===== src/rtl/bus_collector.sv =====
// ---------------------------------------------------------------------------
// bus_collector
//   Merges NUM_INPUTS lanes of single-cycle valid pulses back into one ordered
//   ready/valid stream. Words leave in strict lane order 0,1,..,NUM_INPUTS-1,0,..
//   Each lane has its own FIFO to absorb inter-lane skew. Ordering is
//   head-of-line: if the expected lane is empty, the output waits.
//
// Ports
//   clk_in         system clock
//   rst_n_in       asynchronous active-low reset
//   data_in        per-lane data, sampled when valid_in[i]=1
//   valid_in       per-lane write strobes, any mix per cycle
//   data_out       merged word (registered)
//   valid_out      data_out holds a valid word
//   ready_in       consumer accepts when valid_out && ready_in
//   lane_ix_out    source lane of the current data_out
//   lane_full_out  lane FIFO i holds LANE_DEPTH entries
//   overflow_out   sticky flag: at least one word was dropped
//
// Optional feature (macro BUS_COLLECTOR_STATS_EN)
//   word_count_out [31:0]  handshake counter, wraps
//   drop_count_out [15:0]  dropped-word counter, saturates at 16'hFFFF
// ---------------------------------------------------------------------------
module bus_collector #(
    parameter int NUM_INPUTS = 4,
    parameter int DATA_WIDTH = 6,
    parameter int LANE_DEPTH = 4
) (
    input  logic                                   clk_in,
    input  logic                                   rst_n_in,
    input  logic [NUM_INPUTS-1:0][DATA_WIDTH-1:0]  data_in,
    input  logic [NUM_INPUTS-1:0]                  valid_in,
    output logic [DATA_WIDTH-1:0]                  data_out,
    output logic                                   valid_out,
    input  logic                                   ready_in,
    output logic [$clog2(NUM_INPUTS)-1:0]          lane_ix_out,
    output logic [NUM_INPUTS-1:0]                  lane_full_out,
    output logic                                   overflow_out
`ifdef BUS_COLLECTOR_STATS_EN
    ,
    output logic [31:0]                            word_count_out,
    output logic [15:0]                            drop_count_out
`endif
);

    localparam int IXW = $clog2(NUM_INPUTS);
    localparam int PW  = $clog2(LANE_DEPTH);
    localparam logic [PW:0] DEPTH_C = (PW+1)'(LANE_DEPTH);
    localparam logic [IXW-1:0] LAST_IX_C = IXW'(NUM_INPUTS - 1);

    // Pointers carry one extra wrap bit so that full and empty are distinct.
    logic [DATA_WIDTH-1:0] mem_r     [NUM_INPUTS][LANE_DEPTH];
    logic [PW:0]           wr_ptr_r  [NUM_INPUTS];
    logic [PW:0]           rd_ptr_r  [NUM_INPUTS];
    logic [PW:0]           cnt_s     [NUM_INPUTS];
    logic [PW:0]           cnt_nxt_s [NUM_INPUTS];
    logic [NUM_INPUTS-1:0] full_s;
    logic [NUM_INPUTS-1:0] pop_s;
    logic [NUM_INPUTS-1:0] push_s;
    logic [NUM_INPUTS-1:0] drop_s;
    logic [IXW-1:0]        expect_ix_r;
    logic [IXW-1:0]        expect_nxt_s;
    logic                  head_valid_s;
    logic [DATA_WIDTH-1:0] head_data_s;
    logic                  load_en_s;

    // Per-lane occupancy and the head word of the lane the output is waiting on.
    always_comb begin
        head_valid_s = 1'b0;
        head_data_s  = '0;
        for (int i = 0; i < NUM_INPUTS; i++) begin
            cnt_s[i]     = wr_ptr_r[i] - rd_ptr_r[i];
            head_valid_s = (expect_ix_r == IXW'(i)) ? (cnt_s[i] != '0) : head_valid_s;
            head_data_s  = (expect_ix_r == IXW'(i)) ? mem_r[i][rd_ptr_r[i][PW-1:0]] : head_data_s;
        end
    end

    assign load_en_s    = (!valid_out || ready_in) && head_valid_s;
    assign expect_nxt_s = (expect_ix_r == LAST_IX_C) ? '0 : (expect_ix_r + IXW'(1));

    // Push/pop decisions; a full lane still accepts a write when it pops in the same cycle.
    always_comb begin
        for (int i = 0; i < NUM_INPUTS; i++) begin
            full_s[i]    = (cnt_s[i] == DEPTH_C);
            pop_s[i]     = load_en_s && (expect_ix_r == IXW'(i));
            push_s[i]    = valid_in[i] && (!full_s[i] || pop_s[i]);
            drop_s[i]    = valid_in[i] && full_s[i] && !pop_s[i];
            cnt_nxt_s[i] = cnt_s[i] + (PW+1)'(push_s[i]) - (PW+1)'(pop_s[i]);
        end
    end

    // Lane storage; contents are only read once written, so no reset is needed.
    always_ff @(posedge clk_in) begin
        for (int i = 0; i < NUM_INPUTS; i++) begin
            if (push_s[i]) begin
                mem_r[i][wr_ptr_r[i][PW-1:0]] <= data_in[i];
            end else begin
                mem_r[i][wr_ptr_r[i][PW-1:0]] <= mem_r[i][wr_ptr_r[i][PW-1:0]];
            end
        end
    end

    // Lane pointers, full flags and the sticky overflow flag.
    always_ff @(posedge clk_in or negedge rst_n_in) begin
        if (!rst_n_in) begin
            for (int i = 0; i < NUM_INPUTS; i++) begin
                wr_ptr_r[i] <= '0;
                rd_ptr_r[i] <= '0;
            end
            lane_full_out <= '0;
            overflow_out  <= 1'b0;
        end else begin
            for (int i = 0; i < NUM_INPUTS; i++) begin
                wr_ptr_r[i]      <= wr_ptr_r[i] + (PW+1)'(push_s[i]);
                rd_ptr_r[i]      <= rd_ptr_r[i] + (PW+1)'(pop_s[i]);
                // Registered from the next count so the flag lines up with occupancy.
                lane_full_out[i] <= (cnt_nxt_s[i] == DEPTH_C);
            end
            overflow_out <= overflow_out | (|drop_s);
        end
    end

    // Registered output stage and round-robin lane pointer.
    always_ff @(posedge clk_in or negedge rst_n_in) begin
        if (!rst_n_in) begin
            data_out    <= '0;
            valid_out   <= 1'b0;
            lane_ix_out <= '0;
            expect_ix_r <= '0;
        end else if (load_en_s) begin
            data_out    <= head_data_s;
            valid_out   <= 1'b1;
            lane_ix_out <= expect_ix_r;
            expect_ix_r <= expect_nxt_s;
        end else if (ready_in) begin
            // Word consumed with nothing to replace it (or already idle).
            valid_out   <= 1'b0;
        end else begin
            // Stall: hold everything.
            valid_out   <= valid_out;
        end
    end

`ifdef BUS_COLLECTOR_STATS_EN
    logic [16:0] drop_sum_s;

    // Add this cycle's dropped words to the running total.
    always_comb begin
        drop_sum_s = {1'b0, drop_count_out};
        for (int i = 0; i < NUM_INPUTS; i++) begin
            drop_sum_s = drop_sum_s + 17'(drop_s[i]);
        end
    end

    // Statistics counters: handshakes wrap, drops saturate.
    always_ff @(posedge clk_in or negedge rst_n_in) begin
        if (!rst_n_in) begin
            word_count_out <= 32'd0;
            drop_count_out <= 16'd0;
        end else begin
            word_count_out <= word_count_out + 32'(valid_out && ready_in);
            drop_count_out <= drop_sum_s[16] ? 16'hFFFF : drop_sum_s[15:0];
        end
    end
`else
    // Statistics disabled: no counters are built.
`endif

endmodule


===== config.mk =====
export PLATFORM = sky130hd
export DESIGN_NAME = bus_collector
export DESIGN_NICKNAME = d
export VERILOG_FILES = /design/src/rtl/bus_collector.sv
export SDC_FILE = /design/constraint.sdc
export NUM_CORES = 1
export LEC_CHECK = 0
export CORE_MARGIN = 2
export CORE_UTILIZATION = 55
export CTS_CLUSTER_SIZE = 16
export DETAILED_ROUTE_END_ITERATION = 7
export MAX_ROUTING_LAYER = met4
export PLACE_DENSITY = 0.75
export SETUP_SLACK_MARGIN = 0.5
export SYNTH_ARGS = -nofsm -noshare
export SYNTH_HDL_FRONTEND = slang
export SYNTH_SLANG_ARGS = --single-unit

===== constraint.sdc =====
create_clock -name clk_in -period 7.2 [get_ports clk_in]
set_clock_uncertainty 0.15 [all_clocks]
set_input_delay 1.44 -clock clk_in [delete_from_list [all_inputs] [get_ports clk_in]]
set_output_delay 1.44 -clock clk_in [all_outputs]
set_load 0.02 [all_outputs]

==> results.yml <==
placement:
  gp_congestion: 0.837
  place_ws_ps: 2150
  dp_hpwl_um: 11300
  portBuffers: 44
  place_inst: 709
clock_network:
  clkTransAtPathRegs_ps: 50
  cts-root-buf: "clkbuf_16"
  cts_max_level: 4
  tritoncts: "yes"
  hold_buffers: 0
  numCtsBuffers: 17
  post-cts-setup-buffer-count: 0
  clk_latency_ps: 430
  clock_sinks: 136
  post_cts_resized: 0
  clock_path_buffers: 2
logic_synthesis:
  synth_top_cell_area_share: 0.378
  synth_seq_cells: 136
  synth_flop_cell: "edfxtp_1"
  synth_cell_types: 51
  syn_area_um2: 7620
  ys_top_cells_by_area: "edfxtp_1, dfrtp_1, mux2_2, mux4_2, ha_1"
  syn_inst: 500
  yosysWarnings: 0
  async_reset_ff_frac: 0.294
  avgSynthCellArea_um2: 15.2
  synth_nets: 571
  yosysTopAreaCell: "edfxtp_1"
  synth-edff-count: 96
  ys_seq_area_frac: 0.510
layout:
  multi_input_area_um2: 3560
  n_antenna_cell: 0
  drive_above_1_share: 0.268
  nFillCells: 993
  syn2layout_area_growth_pct: 15.2
  nets: 619
  seq_area_um2: 3880
  finish.utilization: 0.640
  stdcell_count: 740
sta:
  worst_slack_ps: 2000
  rsz0062_at_grt: "false"
  slew_viol_final: 0
  tns_ps: 0
  period_share: 0.723
  fmax_mhz: 192
  setup_viol: 0
  worst_pin_slew_ps: 1060
  slew_headroom: 0.289
  min_period_ps: 5200
  hold_viol: 0
critical_path:
  cp_slowest_stage_delay_ps: 860
  worst-setup-path-type: "reg -> reg"
  critical-path-top-delay-family: "compound AO/OA/AOI/OAI gates"
  crit_path_top_delay_cell: "o211ai_1"
  cp_cell_sequence: "inv_1 > ha_1 > fa_1 > xor3_1 > o211ai_1 > a21boi_0 > o21ai_0 > ha_1 > inv_1 > ha_1 > fa_1 > xor2_1 > xnor2_1 > nor3_1"
  cp_max_fo: 12
  critPathRequiredTime_ps: 7380
  crit_path_end_kind: "flip-flop"
  cp_common_cell: "ha_1"
  worstPathArrival_ps: 5390
  crit_buf_inv: 2
  reg2reg_slack_ps: 2000
  startpoint_type: "flip-flop"
power_and_ir_drop:
  p_sw_frac: 0.383
  ir_drop_mv: 0.243
  powerDensity_nw_per_um2: 550
  comb_power_share: 0.491
  finalPower_mw: 4.83
  p_int_mw: 2.98
  power_frac_clock: 0.176
  switching_power_mw: 1.85
  pwr-share-seq: 0.333
  p_leak_nw: 3.31
floorplan:
  die_h_um: 122
  core_um2: 13700
  io_pins: 45
  initial_core_util: 0.555
  die_area_um2: 14800
  die_x_um: 122
  row_count: 43
global_routing:
  grt_pass1_vias: 4691
  grt_usage: 0.239
  grt_max_degree: 41
  overflow: 0
  grt_pass1_wl_um: 25200
  antenna_found_initial: 0
route:
  drt_pass1_iterations: 4
  vias_per_cell: 6.03
  num_vias: 4464
  drc: 0
  routedWlPerCell_um: 21.4
  drt_iter0_markers: 307
  antenna_left: 0
  routed_wl_um: 15800
min_path:
  hold_class: "reg -> reg"
run_status:
  run_status: "complete, no violations"
job:
  cap_violations: 0
## final cells by class
| cell class | instances | area share |
|---|---|---|
| Clock buffer | 20 | 0.0497 |
| Clock inverter | 11 | 0.0150 |
| Inverter | 29 | 0.0124 |
| Multi-Input combinational cell | 320 | 0.405 |
| Sequential cell | 136 | 0.442 |
| Tap cell | 180 | 0.0257 |
| Timing Repair Buffer | 44 | 0.0496 |
## cell usage after synthesis (2+ instances only)
cell	count
inv_1	29
nand4_1	2
nor3_1	8
nand3_1	4
a211oi_2	2
ha_1	32
clkbuf_1	11
a21boi_0	2
xnor2_1	6
edfxtp_1	96
xor3_1	3
a221oi_1	6
o21ai_0	4
mux2_1	31
nor3_4	8
o41ai_1	6
mux2_2	74
or3_1	2
mux4_2	30
o31ai_1	6
nand2_1	12
a41o_2	4
xor2_1	10
nor2b_1	8
nor2_1	20
fa_1	8
dfrtp_1	40
o311ai_0	3
a21oi_1	4
nand2b_1	5
a41o_1	2
o21a_1	3
## cells in the final DEF (no fill, tap or decap), drive strengths merged, types with 3 or more instances in the layout
cell type	count
a211oi	3
a21oi	4
a221oi	6
a41o	6
bufinv	3
clkbuf	20
clkdlybuf4s50	43
clkinv	6
dfrtp	40
edfxtp	96
fa	8
ha	32
inv	29
mux2	105
mux4	30
nand2	13
nand2b	5
nand3	4
nor2	20
nor2b	8
nor3	16
o21a	3
o21ai	4
o311ai	3
o31ai	6
o41ai	6
xnor2	6
xor2	10
xor3	3
## registers in the layout, summed over array words and instances, names as in the netlist
name,cells
mem_r,96
rd_ptr_r,12
wr_ptr_r,12
data_out,6
lane_full_out,4
expect_ix_r,2
lane_ix_out,2
overflow_out,1
valid_out,1
## kinds of logic (layout without fill, tap and decap cells)
group                      Yosys count  in the layout  share of synthesized area
and+or+nand+nor                     75             75                     0.0603
AOI/OAI and AO/OA                   49             49                     0.0553
DFF                                136            136                      0.510
adders and majority gates           40             40                     0.0736
xor gates and xnor gates            21             21                     0.0338
buffers and inverters               44            104                     0.0235
muxes                              135            135                      0.244
## routing by layer
| layer | track usage | up-vias | routed length, µm |
|---|---|---|---|
| li1 | - | 2058 | - |
| met5 | - | - | 0 |
| met2 | 0.389 | 97 | 8210 |
| met4 | 0.0855 | 0 | 338 |
| met3 | 0.0632 | 21 | 727 |
| met1 | 0.289 | 2288 | 6550 |
## final timing paths
| kind | startpoint | endpoint | cells after the start |
|---|---|---|---|
| hold reg to reg | wr_ptr_r[11] | wr_ptr_r[11] | 1 |
| setup reg to reg | wr_ptr_r[0] | lane_full_out[0] | 14 |
| max in group asynchronous | rst_n_in | wr_ptr_r[2] | 1 |
| hold / removal | wr_ptr_r[11] | wr_ptr_r[11] | 1 |
| min in group asynchronous | rst_n_in | data_out[5] | 1 |
| setup / recovery | wr_ptr_r[0] | lane_full_out[0] | 14 |
## through the flow
stage	hold WS [ps]	area [µm²]
floorplan	293	7620
global placement	309	8210
detailed placement	320	8210
CTS	331	8780
global route	341	8780
finish	328	8780
## power by group through the flow
stage                     combinational [mW]  clock, mW  sequential (mW)
after global placement                  2.27          0             1.60
after CTS                               2.39      0.859             1.61
after global routing                    2.58      0.895             1.66
final                                   2.37      0.849             1.61
after floorplan                         1.84          0             1.50
after detailed placement                2.36          0             1.62
No activity file was read; power rests on OpenSTA's default activity.
